## src/rtl/sm_mem_pkg.sv

```systemverilog
// Shared SM memory-path types and helpers.
// Used by the refill arbiter, icache_controller and the other memory arbiters.
package sm_mem_pkg;

  typedef enum logic [1:0] {
    ARB_IDLE,
    ARB_BUSY,
    ARB_RESP
  } arb_state_e;

  // Clears the within-line offset bits; line_bytes must be a power of two.
  function automatic logic [63:0] line_addr(input logic [63:0] addr,
                                            input int unsigned line_bytes);
    logic [63:0] mask;
    mask = 64'(line_bytes) - 64'd1;
    return addr & ~mask;
  endfunction

endpackage

```

## src/rtl/rr_pick.sv

```systemverilog
// Combinational rotate-priority encoder.
// Returns the first set request at or above ptr_i, wrapping modulo N.
module rr_pick #(
  parameter int unsigned N = 4,
  localparam int unsigned IdxW = (N > 1) ? $clog2(N) : 1
) (
  input  logic [N-1:0]    req_i,
  input  logic [IdxW-1:0] ptr_i,
  output logic [N-1:0]    gnt_o,
  output logic [IdxW-1:0] idx_o,
  output logic            valid_o
);

  always_comb begin
    int unsigned j;
    j       = 0;
    gnt_o   = '0;
    idx_o   = '0;
    valid_o = 1'b0;
    for (int unsigned k = 0; k < N; k++) begin
      j = (32'(ptr_i) + k) % N;
      if (!valid_o && req_i[j]) begin
        valid_o  = 1'b1;
        gnt_o[j] = 1'b1;
        idx_o    = IdxW'(j);
      end
    end
  end

endmodule

```

## src/rtl/icache_refill_arbiter.sv

```systemverilog
// Shares one instruction-memory refill port among N_REQ icache controllers.
// Round-robin, one refill outstanding, same-line requesters served by a single access.
module icache_refill_arbiter
  import sm_mem_pkg::*;
#(
  parameter int unsigned N_REQ      = 4,
  parameter int unsigned ADDR_W     = 32,
  parameter int unsigned DATA_W     = 64,
  parameter int unsigned LINE_BYTES = 64,
  parameter int unsigned CNT_W      = 16
) (
  input  logic                    clk_i,
  input  logic                    rst_ni,
  input  logic [N_REQ-1:0]        req_i,
  input  logic [N_REQ*ADDR_W-1:0] req_addr_i,
  output logic [N_REQ-1:0]        req_ack_o,
  output logic [DATA_W-1:0]       req_rdata_o,
  output logic                    mem_req_o,
  output logic [ADDR_W-1:0]       mem_addr_o,
  input  logic                    mem_ack_i,
  input  logic [DATA_W-1:0]       mem_rdata_i,
  output logic [CNT_W-1:0]        grant_cnt_o,
  output logic [CNT_W-1:0]        merge_cnt_o
);

  localparam int unsigned IdxW = $clog2(N_REQ);
  localparam int unsigned PopW = $clog2(N_REQ + 1);
  localparam int unsigned SumW = CNT_W + 1;

  function automatic logic [ADDR_W-1:0] line_of(input logic [ADDR_W-1:0] a);
    return ADDR_W'(line_addr(64'(a), LINE_BYTES));
  endfunction

  arb_state_e          state_q, state_d;
  logic [IdxW-1:0]     rr_ptr_q, rr_ptr_d, owner_q, owner_d;
  logic                mem_req_q, mem_req_d;
  logic [ADDR_W-1:0]   mem_addr_q, mem_addr_d;
  logic [N_REQ-1:0]    ack_q, ack_d;
  logic [DATA_W-1:0]   rdata_q, rdata_d;
  logic [CNT_W-1:0]    grant_cnt_q, grant_cnt_d, merge_cnt_q, merge_cnt_d;

  logic [ADDR_W-1:0]   addr_arr [N_REQ];
  logic [N_REQ-1:0]    pick_gnt, hit_mask;
  logic [IdxW-1:0]     pick_idx;
  logic                pick_valid;
  logic [PopW-1:0]     hit_cnt;
  logic [SumW-1:0]     merge_sum;

  for (genvar gi = 0; gi < N_REQ; gi++) begin : g_addr
    assign addr_arr[gi] = req_addr_i[gi*ADDR_W +: ADDR_W];
    a_addr_stable: assert property (@(posedge clk_i) disable iff (!rst_ni)
      (req_i[gi] && $past(req_i[gi])) |-> (addr_arr[gi] == $past(addr_arr[gi])));
  end

  rr_pick #(
    .N(N_REQ)
  ) u_rr_pick (
    .req_i  (req_i),
    .ptr_i  (rr_ptr_q),
    .gnt_o  (pick_gnt),
    .idx_o  (pick_idx),
    .valid_o(pick_valid)
  );

  // Owner is always acked, even if it dropped req mid-refill; others only if still asking.
  always_comb begin
    hit_mask = '0;
    hit_cnt  = '0;
    for (int unsigned i = 0; i < N_REQ; i++) begin
      if (IdxW'(i) == owner_q) begin
        hit_mask[i] = 1'b1;
      end else if (req_i[i] && (line_of(addr_arr[i]) == mem_addr_q)) begin
        hit_mask[i] = 1'b1;
      end
      hit_cnt = hit_cnt + PopW'(hit_mask[i]);
    end
  end

  assign merge_sum = {1'b0, merge_cnt_q} + SumW'(hit_cnt) - SumW'(1);

  always_ff @(posedge clk_i) begin
    if (!rst_ni) state_q <= ARB_IDLE;
    else         state_q <= state_d;
  end

  always_comb begin
    state_d = state_q;
    unique case (state_q)
      ARB_IDLE: if (pick_valid) state_d = ARB_BUSY;
      ARB_BUSY: if (mem_ack_i)  state_d = ARB_RESP;
      ARB_RESP:                 state_d = ARB_IDLE;
      default:                  state_d = ARB_IDLE;
    endcase
  end

  always_comb begin
    rr_ptr_d    = rr_ptr_q;
    owner_d     = owner_q;
    mem_req_d   = mem_req_q;
    mem_addr_d  = mem_addr_q;
    ack_d       = '0;
    rdata_d     = rdata_q;
    grant_cnt_d = grant_cnt_q;
    merge_cnt_d = merge_cnt_q;
    unique case (state_q)
      ARB_IDLE: begin
        if (pick_valid) begin
          mem_req_d  = 1'b1;
          mem_addr_d = line_of(addr_arr[pick_idx]);
          owner_d    = pick_idx;
          if (grant_cnt_q != '1) grant_cnt_d = grant_cnt_q + 1'b1;
        end
      end
      ARB_BUSY: begin
        if (mem_ack_i) begin
          ack_d       = hit_mask;
          rdata_d     = mem_rdata_i;
          mem_req_d   = 1'b0;
          merge_cnt_d = merge_sum[CNT_W] ? '1 : merge_sum[CNT_W-1:0];
          rr_ptr_d    = (owner_q == IdxW'(N_REQ - 1)) ? '0 : owner_q + 1'b1;
        end
      end
      default: ;
    endcase
  end

  always_ff @(posedge clk_i) begin
    if (!rst_ni) begin
      rr_ptr_q    <= '0;
      owner_q     <= '0;
      mem_req_q   <= 1'b0;
      mem_addr_q  <= '0;
      ack_q       <= '0;
      rdata_q     <= '0;
      grant_cnt_q <= '0;
      merge_cnt_q <= '0;
    end else begin
      rr_ptr_q    <= rr_ptr_d;
      owner_q     <= owner_d;
      mem_req_q   <= mem_req_d;
      mem_addr_q  <= mem_addr_d;
      ack_q       <= ack_d;
      rdata_q     <= rdata_d;
      grant_cnt_q <= grant_cnt_d;
      merge_cnt_q <= merge_cnt_d;
    end
  end

  assign req_ack_o   = ack_q;
  assign req_rdata_o = rdata_q;
  assign mem_req_o   = mem_req_q;
  assign mem_addr_o  = mem_addr_q;
  assign grant_cnt_o = grant_cnt_q;
  assign merge_cnt_o = merge_cnt_q;

endmodule

```

## config.mk

```make
export PLATFORM = sky130hd
export DESIGN_NAME = icache_refill_arbiter
export DESIGN_NICKNAME = d
export VERILOG_FILES = /design/src/rtl/sm_mem_pkg.sv /design/src/rtl/rr_pick.sv /design/src/rtl/icache_refill_arbiter.sv
export SDC_FILE = /design/constraint.sdc
export NUM_CORES = 1
export LEC_CHECK = 0
export CAP_MARGIN = 20
export CORE_MARGIN = 5
export CORE_UTILIZATION = 44
export CTS_CLUSTER_DIAMETER = 40
export CTS_CLUSTER_SIZE = 25
export DETAILED_ROUTE_END_ITERATION = 6
export PLACE_DENSITY_LB_ADDON = 0.08
export SLEW_MARGIN = 20
export SYNTH_ARGS = -nofsm -noshare
export SYNTH_HDL_FRONTEND = slang
export SYNTH_SLANG_ARGS = --single-unit
```

## constraint.sdc

```tcl
create_clock -name clk_i -period 4.4 [get_ports clk_i]
set_input_delay 0.44 -clock clk_i [delete_from_list [all_inputs] [get_ports clk_i]]
set_output_delay 0.44 -clock clk_i [all_outputs]
set_load 0.1 [all_outputs]
```

==> results.md, run 1 <==
* Number of antenna violations at the first check in global routing at 3
* Core ar. at 0.0178 mm^2
* Largest fanout on the critical path at 8
* Synth Register Bits at 133
* Most area-hungry cell type in the Yosys netlist: sky130_fd_sc_hd__dfxtp_1
* Register-to-Register Setup Slack at 0.28 ns
* CTS clock-pin slew for the worst setup and hold paths at 0.06 ns
* Post-Syn Instances at 935
* Max-slew violation count at 0
* Peak Freq at 0.237 GHz
* Maximum number of buffers from clock root to sink at 2
* Max-cap violations at 0
* End of the worst hold path: state_q[0]
* Remaining routing DRC violations at 0
* Startpoint kind of the worst setup timing path: input port
* Total leakage power at 4.45 nW
* Post-Place Setup Slack at -0.277 ns
* I/O pin total at 332
* Grt total ovfl at 0
* Number of global-route vias before repair at 7,158
* Arrival @ worst endpoint at 4.53 ns
* Total Die Area at 0.0208 mm^2
* Type of the worst setup path: in -> reg
* Final Cycle Share at 95.9%
* Sequential element share of the synthesized area at 33.6%
* DRC marker count from the first detailed-route iteration at 421
* Mapped Avg Cell Area at 8.48 um^2
* Final net count at 1,453
* Mux cell area share after synthesis at 6.99%
* TritonCTS clock tree: built
* Skew-Pair Late Insertion Delay at 0.42 ns
* Cell at the root of the clock tree: sky130_fd_sc_hd__clkbuf_16
* Final worst path period need at 4.22 ns
* Routed wire length at 26.0 mm
* Headroom to the max-slew limit at 30.1%
* Depth of the CTS H-tree at 4
* Starting density of the core at 44.5%
* Dominant combinational cell family by area after synthesis: compound AO/OA/AOI/OAI gates
* Worst R2R End: merge_cnt_o[11]
* Final ANT Viol Nets at 0
* Detail-routed via count per cell at 5.11
* Sum of negative setup slack at 0 ns
* DR WL/cell at 17.8 um
* Estimated wirelength of the detail-placed design at 19.5 mm
* Final critical-path setup slack at 0.182 ns
* Launch point of the worst reg-to-reg path: mem_addr_o[11]
* Number of sinks on the clock net at 133
* Die Y at 144 um
* Relative area change from synthesis to final layout at 49.1%
* Synth Area in Adders at 6.34%
* Area share of the largest cell type after synthesis at 33.6%
* Worst setup path startpoint: req_addr_i[46]
* Commonest register cell after synthesis: sky130_fd_sc_hd__dfxtp_1
* Register-to-Register Path Depth at 16
* Layout cell share with drive strength beyond 1 at 8.63%
* WHS Path Cells at 2
* Complex-gate fraction of the synthesized area at 16.9%
* Total number of vias at 7,449
* Post-synth cell types at 57
* Combined area of all synthesized cells at 0.00793 mm^2
* Fraction of synthesis flops using an asynchronous set or reset pin at 0%
* Xor/xnor share of the synthesized area at 14.1%
* Worst Setup End Kind: flip-flop
* Synthesized-area fraction occupied by and/or/nand/nor cells at 16.1%
* Number of enable-type register cells in the synthesized netlist at 0
* Chip Width at 144 um
* Number of buffers inserted during clock tree synthesis at 17
* Yosys warnings at 0
* Path category of the worst min-delay check: reg -> reg
* Largest voltage drop on the vdd net at 0.000293 V
* Drt first pass iters at 5
* Cell Pwr Density at 392 mW/mm^2
* Number of hold violations in the final report at 0
* Routability Congestion at 0.883
* Pin count of the biggest net entering global routing at 108
* Startpoint of the tightest hold check path: state_q[0]
* Wire length of the first global-routing pass at 38.7 mm
* Total Routing Usage GR at 23.9%
* Synth area leaders: sky130_fd_sc_hd__dfxtp_1 34%, sky130_fd_sc_hd__nand2_1 8.5%, sky130_fd_sc_hd__xnor2_1 8.1%
* Standard-cell row count at 49
* Outcome: complete, no violations
* Port Buffers at 301
* Final worst clock skew at 0.00949 ns
* Setup Buffers After CTS at 0
* Worst slew pin tran at 1.05 ns
* Required time of the worst setup path at 4.71 ns
* Setup Viol. Count Final at 0
[report_power, final]
group          internal [mW]  total (mW)  switching (mW)
registers               1.29        1.39           0.101
logic                  0.664        1.79            1.13
clock network          0.852        1.45           0.598
total                   2.81        4.63            1.83
[critical path, stage by stage]
cell and delay, ns:
sky130_fd_sc_hd__clkdlybuf4s50_1 0.53, sky130_fd_sc_hd__xnor2_1 0.13, sky130_fd_sc_hd__nand4_1 0.14, sky130_fd_sc_hd__nor4_2 0.41, sky130_fd_sc_hd__a41oi_2 0.21, sky130_fd_sc_hd__ha_1 0.33, sky130_fd_sc_hd__fa_1 0.48, sky130_fd_sc_hd__inv_1 0.04
sky130_fd_sc_hd__ha_1 0.20, sky130_fd_sc_hd__fa_1 0.43, sky130_fd_sc_hd__a211oi_1 0.28, sky130_fd_sc_hd__buf_4 0.16, sky130_fd_sc_hd__o21ai_2 0.07, sky130_fd_sc_hd__nand2_1 0.12, sky130_fd_sc_hd__o41ai_2 0.08, sky130_fd_sc_hd__mux2i_2 0.20
sky130_fd_sc_hd__buf_4 0.20, sky130_fd_sc_hd__a21oi_1 0.08
[what timing repair did]
item | 4_1_cts | 5_1_grt
setup endpoints to repair | 0 | 16
gates resized for setup | 0 | 3
hold buffers | 0 | 0
hold endpoints to repair | 0 | 0
[cells in the final DEF, fill, tap and decap left out, types with 29 or more instances in the layout]
| cell type | instances |
|---|---|
| sky130_fd_sc_hd__dfxtp_1 | 110 |
| sky130_fd_sc_hd__a21oi_1 | 29 |
| sky130_fd_sc_hd__ha_1 | 37 |
| sky130_fd_sc_hd__o21ai_0 | 29 |
| sky130_fd_sc_hd__nand2_1 | 179 |
| sky130_fd_sc_hd__buf_4 | 30 |
| sky130_fd_sc_hd__xor2_1 | 55 |
| sky130_fd_sc_hd__a21boi_0 | 69 |
| sky130_fd_sc_hd__xnor2_1 | 73 |
| sky130_fd_sc_hd__inv_1 | 33 |
| sky130_fd_sc_hd__mux2i_1 | 54 |
| sky130_fd_sc_hd__clkdlybuf4s50_1 | 300 |
[synth_stat cells, drive strengths merged, types with 14 or more instances]
cell,instances
nand4,21
clkbuf,49
o21ai,30
mux2i,55
buf,28
ha,37
o221ai,26
inv,33
nor4,14
a21boi,69
xnor2,73
xor2,55
a21oi,30
dfxtp,133
nand2,179
[flip-flops by register name, summed over array words and instances, names as in the netlist]
name and count:
state_q 2, grant_cnt_o 16, owner_q 2, rr_ptr_q 2
req_rdata_o 64, merge_cnt_o 16, req_ack_o 4, mem_addr_o 26
mem_req_o 1
[final cells by class]
cell class,count,area [um^2]
clock inverter,14,164
multi-input combinational,697,4850
sequential,133,2690
tap,229,287
fill,1557,6020
antenna,2,5.00
inverter,33,124
clock buffer,18,429
timing repair buffer,333,3270
[worst max path at each step]
stage	end	slack [ns]
floorplan	merge_cnt_o[12]	0.005
global placement	merge_cnt_o[10]	-0.23
detailed placement	merge_cnt_o[11]	-0.28
CTS	merge_cnt_o[11]	0.15
global route	merge_cnt_o[0]	-0.006
finish	merge_cnt_o[11]	0.18
[cells by family (layout without fill, tap and decap cells)]
| family | Yosys count | after routing |
|---|---|---|
| and+or+nand+nor | 282 | 282 |
| AOI/OAI and AO/OA | 187 | 187 |
| DFF | 133 | 133 |
| xor gates and xnor gates | 128 | 128 |
| buffers and inverters | 110 | 398 |
| muxes | 55 | 55 |
| adders and majority gates | 39 | 39 |
| other | 1 | 8 |
[per-stage QoR]
step                hold WS, ns  total power, mW  std cells  area (um^2)  utilization (%)
detailed placement        0.447             3.20       1425        11200             62.8
global route              0.479             4.85       1458        11800             66.3
floorplan                 0.430             2.67        940         7980                -
CTS                       0.456             4.67       1457        11800             66.1
finish                    0.460             4.63       1459        11800             66.3
global placement          0.442             3.20       1425        11200             62.8
[layer usage]
metal	track usage (%)	part of all wire, %	vias to the layer above	wire, um
met5	0	0.050	-	13
met4	8.20	2.5	2	658
met3	7.21	8.4	48	2180
met2	39.8	47	250	12300
met1	29.4	42	3389	10800
li1	-	-	3760	-
No activity file was read; power rests on OpenSTA's default activity.
==> inputs of run 2 (changes only) <==
Settings changed: CORE_UTILIZATION 44 to 45, SYNTH_HIERARCHICAL set to 1.
==> results.md, run 2 <==
* Outcome: complete, no violations
* Number of global-route vias before repair at 7,847 (+9.6%)
* Arrival @ worst endpoint at 4.52 ns (about the same)
* Ordered list of cells on the worst path: clkdlybuf4s50_1 > xnor2_1 > nand4_1 > nor4_2 > a41oi_2 > ha_1 > fa_1 > inv_1 > ha_1 > fa_1 > a211oi_2 > o21ai_2 > o21ai_1 > nand2_1 > a31oi_4 > buf_4 > a31oi_1
* Post-cts hold buffer count at 0 (unchanged)
* Final net count at 1,461 (+0.55%)
* Slowest cell on the critical path: sky130_fd_sc_hd__fa_1
* Remaining routing DRC violations at 0 (unchanged)
* Final worst clock skew at 0.00754 ns (-0.00195 ns)
* Unrepaired setup endpoints after global routing: false
* Headroom to the max-slew limit at 28.0% (-2.1 points)
* Register-to-Register Path Depth at 16 (unchanged)
* Cell Pwr Density at 427 mW/mm^2 (+8.9%)
* Grt total ovfl at 0 (unchanged)
* Required time of the worst setup path at 4.71 ns (about the same)
* Worst Setup End Kind: flip-flop
* Largest fanout on the critical path at 6 (-2)
* Cell area after layout at 0.0122 mm^2 (+2.9%)
* Sum of negative setup slack at 0 ns (unchanged)
* Wire length of the first global-routing pass at 42.3 mm (+9.4%)
* Drt first pass iters at 5 (unchanged)
* Max-slew violation count at 0 (unchanged)
* Relative area change from synthesis to final layout at 45.9%
* Chip Width at 146 um (+1.3%)
* Int Power at 3.05 mW (+8.7%)
* Mapped Avg Cell Area at 8.72 um^2 (+2.8%)
* Core ar. at 0.0181 mm^2 (+1.4%)
* Largest voltage drop on the vdd net at 0.000333 V (+13%)
* Peak Freq at 0.237 GHz (about the same)
* Final Cycle Share at 95.8% (about the same)
* Die Y at 146 um (+1.3%)
* Total Die Area at 0.0214 mm^2 (+2.6%)
* Post-Syn Instances at 956 (+2.2%)
* Post-placement cell area at 0.0115 mm^2 (+2.7%)
* Maximum number of buffers from clock root to sink at 2 (unchanged)
* Number of instances in the placed design at 1,432 (+0.49%)
* Layout cell share with drive strength beyond 1 at 10.9% (+2.3 points)
* Final worst path period need at 4.22 ns (-0.000952 ns)
* Total Power Consumption at 5.19 mW (+12%)
* DRC marker count from the first detailed-route iteration at 420 (-0.24%)
* Final ANT Viol Nets at 0 (unchanged)
* Max FFs per register at 64 (unchanged)
* TritonCTS clock tree: built
* Sequential power share at 27.5% (-2.5 points)
* Total leakage power at 4.47 nW (+0.47%)
* Setup Viol. Count Final at 0 (unchanged)
* Setup Buffers After CTS at 0 (unchanged)
* Depth of the CTS H-tree at 4 (unchanged)
* Skew-Pair Late Insertion Delay at 0.42 ns (about the same)
* Port Buffers at 301 (unchanged)
* Number of antenna violations at the first check in global routing at 2 (-1)
* CTS clock-pin slew for the worst setup and hold paths at 0.06 ns (about the same)
* Max-cap violations at 0 (unchanged)
* Sw Ratio at 41.2% (+1.8 points)
* Logic depth of the worst path, buffers included at 17 (-1)
* Yosys warnings at 6 (+6)
* I/O pin total at 332 (unchanged)
* Path category of the worst min-delay check: reg -> reg
* Most frequent cells in the layout: 300 x sky130_fd_sc_hd__clkdlybuf4s50_1, 207 x sky130_fd_sc_hd__nand2_1, 117 x sky130_fd_sc_hd__dfxtp_1
* Standard-cell row count at 49 (unchanged)
* Starting density of the core at 46.1% (+1.6 points)
* Routed wire length at 27.2 mm (+4.9%)
* Estimated wirelength of the detail-placed design at 20.4 mm (+4.7%)
* Switching component of the power at 2.14 mW (+17%)
* Total Routing Usage GR at 24.7% (+0.77 points)
* Pin count of the biggest net entering global routing at 74 (-31%)
* Total number of vias at 7,801 (+4.7%)
* Number of sinks on the clock net at 133 (unchanged)
* Fill cells at 1,519 (-2.4%)
* Cell at the root of the clock tree: sky130_fd_sc_hd__clkbuf_16
* Most common cell after layout, fill and taps aside: sky130_fd_sc_hd__clkdlybuf4s50_1
* Non-filler instance count after layout at 1,465 (+0.41%)
* Type of the worst setup path: in -> reg
* WHS Path Cells at 2 (unchanged)
* Routability Congestion at 0.925 (+4.7%)
* Logic gate share of total power at 42.6% (+4.0 points)
* Buffers and inverters on the worst path at 3 (-1)
* Cell family contributing the most delay on the critical path: adder cells
* Combined area of all synthesized cells at 0.00834 mm^2 (+5.1%)
* Number of buffers inserted during clock tree synthesis at 17 (unchanged)
* Clock share of power at 29.8% (-1.5 points)
* DR WL/cell at 18.6 um (+4.5%)
* Worst slew pin tran at 1.08 ns (+0.0315 ns)
* Detail-routed via count per cell at 5.32 (+4.3%)
* Number of hold violations in the final report at 0 (unchanged)
* Startpoint kind of the worst setup timing path: input port
* Crit-path max cell delay at 0.48 ns (-0.05 ns)
==> run 2: cell count changes in the layout (fill, tap and decap cells not counted), sizes merged, moves of 6 or more <==
cell / before / now
a21oi: 30 / 37
xnor2: 73 / 79
buf: 33 / 24
mux2i: 55 / 3
nand3: 13 / 5
nand2: 179 / 207
mux4: 0 / 30
a21boi: 69 / 96
nor3: 7 / 13
o221ai: 26 / 1
==> run 2: final timing paths <==
kind	start	end	slack (ns)
min	req_rdata_o[60]	req_rdata_o[60]	0.46
max reg2reg	mem_addr_o[29]	merge_cnt_o[8]	0.29
min reg2reg	req_rdata_o[60]	req_rdata_o[60]	0.46
max	req_addr_i[61]	merge_cnt_o[8]	0.18
==> run 2: worst reg2reg max path, stage by stage, from the launching register on <==
cell                       delay (ns)
sky130_fd_sc_hd__dfxtp_2         0.36
sky130_fd_sc_hd__xnor2_1         0.31
sky130_fd_sc_hd__nand4_1         0.19
sky130_fd_sc_hd__nor4_2          0.32
sky130_fd_sc_hd__a41oi_2         0.20
sky130_fd_sc_hd__ha_1            0.33
sky130_fd_sc_hd__fa_1            0.48
sky130_fd_sc_hd__inv_1           0.04
sky130_fd_sc_hd__ha_1            0.19
sky130_fd_sc_hd__fa_1            0.43
sky130_fd_sc_hd__a211oi_2        0.26
sky130_fd_sc_hd__o21ai_2         0.12
sky130_fd_sc_hd__o21ai_1         0.16
sky130_fd_sc_hd__nand2_1         0.11
sky130_fd_sc_hd__a31oi_4         0.20
sky130_fd_sc_hd__buf_4           0.21
sky130_fd_sc_hd__a31oi_1         0.08
==> run 2: metrics by stage <==
stage	utilization [%]	hold slack, ns	setup slack, ns
finish	67.3	0.460	0.183
global route	67.3	0.477	0.00820
CTS	67.2	0.463	0.151
detailed placement	63.7	0.455	-0.288
global placement	63.7	0.448	-0.229
floorplan	-	0.434	0.000600
==> run 2: power groups by stage <==
| stage | clock (mW) | sequential (mW) | combinational, mW |
|---|---|---|---|
| floorplan | 0 | 2.01 | 1.04 |
| global placement | 0 | 1.45 | 2.19 |
| detailed placement | 0 | 1.46 | 2.20 |
| CTS | 1.59 | 1.43 | 2.22 |
| global route | 1.64 | 1.45 | 2.36 |
| finish | 1.55 | 1.43 | 2.21 |
==> run 2: layout make-up <==
type                    count  area (um^2)  area share [%]
multi-input cells         713         5230            43.0
repair buffers            324         3210            26.3
flip-flops and latches    133         2680            22.0
clock buffers              17          425            3.50
well taps                 229          287            2.35
clock inverters            15          209            1.72
inverters                  33          124            1.02
diodes                      1         2.50          0.0206
==> run 2: routing by layer <==
layer / up-vias / share of wire [%] / GRT usage, %
met1: 3673 / 39 / 28.8
met4: 2 / 2.4 / 7.48
met3: 46 / 8.0 / 7.10
met2: 297 / 51 / 43.8
met5: - / 0.048 / 0
li1: 3783 / - / -
==> run 2: what timing repair did <==
| item | CTS | global route |
|---|---|---|
| hold endpoints to repair | 0 | 0 |
| resized for setup | 0 | 3 |
| setup endpoints to repair | 0 | 16 |
==> inputs of run 3 (changes only) <==
Settings changed: CELL_PAD_IN_SITES_DETAIL_PLACEMENT set to 1, CELL_PAD_IN_SITES_GLOBAL_PLACEMENT set to 1, CORE_UTILIZATION 45 to 32, SKIP_LAST_GASP set to 1.
==> results.md, run 3 (same netlist as run 2, synthesis figures left out) <==
* Startpoint kind of the worst setup timing path: input port
* Post-cts hold buffer count at 0 (unchanged)
* Drt first pass iters at 4 (-1)
* Starting density of the core at 32.3% (-14 points)
* Area taken by multi-input logic gates at 0.00524 mm^2 (+0.17%)
* Wire length of the first global-routing pass at 46.5 mm (+10%)
* Cell Pwr Density at 425 mW/mm^2 (-0.41%)
* Pin count of the biggest net entering global routing at 101 (+36%)
* Metal-1 WL at 13.0 mm (+22%)
* Final worst clock skew at 0.0103 ns (+0.00280 ns)
* Routed met3 length at 2.08 mm (-4.5%)
* Worst slew pin tran at 1.05 ns (-0.0300 ns)
* Int Power at 3.03 mW (-0.79%)
* Footprint of the flip-flops and latches at 0.00268 mm^2 (unchanged)
* Arrival @ worst endpoint at 4.54 ns (+0.02 ns)
* Final ANT Viol Nets at 0 (unchanged)
* Sw Ratio at 42.5% (+1.2 points)
* Final Cycle Share at 96.2% (+0.38 points)
* Max-cap violations at 0 (unchanged)
* Chip Width at 171 um (+17%)
* DRC marker count from the first detailed-route iteration at 336 (-20%)
* Crit-path max cell delay at 0.51 ns (+0.03 ns)
* Skew-Pair Late Insertion Delay at 0.42 ns (about the same)
* I/O pin total at 332 (unchanged)
* Total number of vias at 7,805 (+0.051%)
* CTS clock-pin slew for the worst setup and hold paths at 0.07 ns (about the same)
* Relative area change from synthesis to final layout at 48.5%
* Number of global-route vias before repair at 8,083 (+3.0%)
* Number of hold violations in the final report at 0 (unchanged)
* Largest voltage drop on the vdd net at 0.000216 V (-35%)
* Detail-routed via count per cell at 4.92 (-7.5%)
* Standard-cell row count at 59 (+20%)
* Most frequent cells in the layout: 300 x sky130_fd_sc_hd__clkdlybuf4s50_1, 207 x sky130_fd_sc_hd__nand2_1, 117 x sky130_fd_sc_hd__dfxtp_1
* Top routing layer used: met4
* Number of sinks on the clock net at 133 (unchanged)
* Cell area after layout at 0.0124 mm^2 (+1.7%)
* Grt total ovfl at 0 (unchanged)
* Sequential power share at 27.2% (-0.3 points)
* Layout cell share with drive strength beyond 1 at 11.8% (+0.87 points)
* Unrepaired setup endpoints after global routing: false
* Required time of the worst setup path at 4.71 ns (about the same)
* Cell at the root of the clock tree: sky130_fd_sc_hd__clkbuf_16
* Met2 routed WL at 15.3 mm (+11%)
* Logic gate share of total power at 43.4% (+0.8 points)
* Post-placement cell area at 0.0117 mm^2 (+1.8%)
* Routed wire length at 31.0 mm (+14%)
* Max-slew violation count at 0 (unchanged)
* Outcome: complete, no violations
* Setup Viol. Count Final at 0 (unchanged)
* Max FFs per register at 64 (unchanged)
* Total Routing Usage GR at 20.5% (-4.1 points)
* Switching component of the power at 2.24 mW (+4.3%)
* DR WL/cell at 19.5 um (+5.1%)
* Number of antenna violations at the first check in global routing at 4 (+2)
* Largest fanout on the critical path at 9 (+3)
* Slowest cell on the critical path: sky130_fd_sc_hd__clkdlybuf4s50_1
* Number of buffers inserted during clock tree synthesis at 17 (unchanged)
* TritonCTS clock tree: built
* Setup Buffers After CTS at 0 (unchanged)
* Maximum number of buffers from clock root to sink at 2 (unchanged)
* Most common cell after layout, fill and taps aside: sky130_fd_sc_hd__clkdlybuf4s50_1
* Fill cells at 2,975 (+96%)
* Headroom to the max-slew limit at 30.0% (+2.0 points)
* Routability Congestion at 0.851 (-8.0%)
* Core occupancy in the finished layout at 47.9% (-19 points)
* Estimated wirelength of the detail-placed design at 23.5 mm (+15%)
* Core ar. at 0.0258 mm^2 (+43%)
* Total Die Area at 0.0294 mm^2 (+38%)
* Path category of the worst min-delay check: reg -> reg
* Total leakage power at 4.53 nW (+1.2%)
* Remaining routing DRC violations at 0 (unchanged)
* Depth of the CTS H-tree at 4 (unchanged)
* Final net count at 1,472 (+0.75%)
* Peak Freq at 0.236 GHz (-0.39%)
* Type of the worst setup path: in -> reg
* Port Buffers at 301 (unchanged)
* Final Hold Slack at 0.464 ns (+0.00346 ns)
* Ordered list of cells on the worst path: clkdlybuf4s50_1 > xnor2_1 > buf_4 > nand4_1 > nor4_2 > a41oi_2 > ha_1 > fa_1 > inv_1 > ha_1 > fa_1 > a211oi_2 > o21ai_2 > o21ai_1 > nand2_1 > a31oi_4 > buf_4 > a31oi_1
* Clock share of power at 29.4% (-0.4 points)
* Worst Setup End Kind: flip-flop
* Final worst path period need at 4.23 ns (+0.0166 ns)
* Die Y at 171 um (+17%)
## run 3: critical path, delay by kind of cell
kind	cells	cell delay [ns]
compound gates	6	1.05
buf+inv	4	0.89
simple gates	3	0.57
fa+ha+maj	4	1.43
xor+xnor	1	0.13
## run 3: timing repair
| action | in CTS | in global routing |
|---|---|---|
| setup endpoints to repair | 0 | 16 |
| hold endpoints to repair | 0 | 0 |
| gates resized for setup | 0 | 4 |
## run 3: layout make-up
cell class | instances | area share, %
multi-input combinational | 713 | 42.3
clock inverter | 15 | 1.61
tap | 335 | 3.39
clock buffer | 17 | 3.44
timing repair buffer | 335 | 26.5
antenna | 4 | 0.0808
sequential | 133 | 21.7
inverter | 33 | 1.00
## run 3: final timing paths
| path | from | endpoint | slack [ns] | cells after the start |
|---|---|---|---|---|
| setup reg to reg | mem_addr_o[27] | merge_cnt_o[8] | 0.28 | 16 |
| hold / removal | req_rdata_o[54] | req_rdata_o[54] | 0.46 | 2 |
| hold reg to reg | req_rdata_o[54] | req_rdata_o[54] | 0.46 | 2 |
| setup / recovery | req_addr_i[42] | merge_cnt_o[8] | 0.17 | 18 |
## run 3: metrics by stage
step           total power [mW]  setup TNS (ns)  worst slack (ns)  cells
2_1_floorplan              3.05               0          0.000600    961
3_3_place_gp               3.73           -3.52            -0.247   1549
3_5_place_dp               3.74           -4.88            -0.339   1549
4_1_cts                    5.33               0             0.127   1581
5_1_grt                    5.54               0           0.00944   1585
6_report                   5.26               0             0.166   1585
## run 3: per-layer routing
metal / vias to the layer above / GRT usage [%]
li1: 3807 / -
met5: - / 0
met4: 0 / 6.58
met1: 3729 / 25.2
met2: 230 / 35.4
met3: 39 / 5.15
## run 3: power groups by stage
stage	combinational [mW]	sequential (mW)	clock (mW)
after floorplan	1.04	2.01	0
after global placement	2.28	1.45	0
after detailed placement	2.29	1.46	0
after CTS	2.30	1.43	1.60
after global routing	2.43	1.45	1.65
final	2.29	1.43	1.54
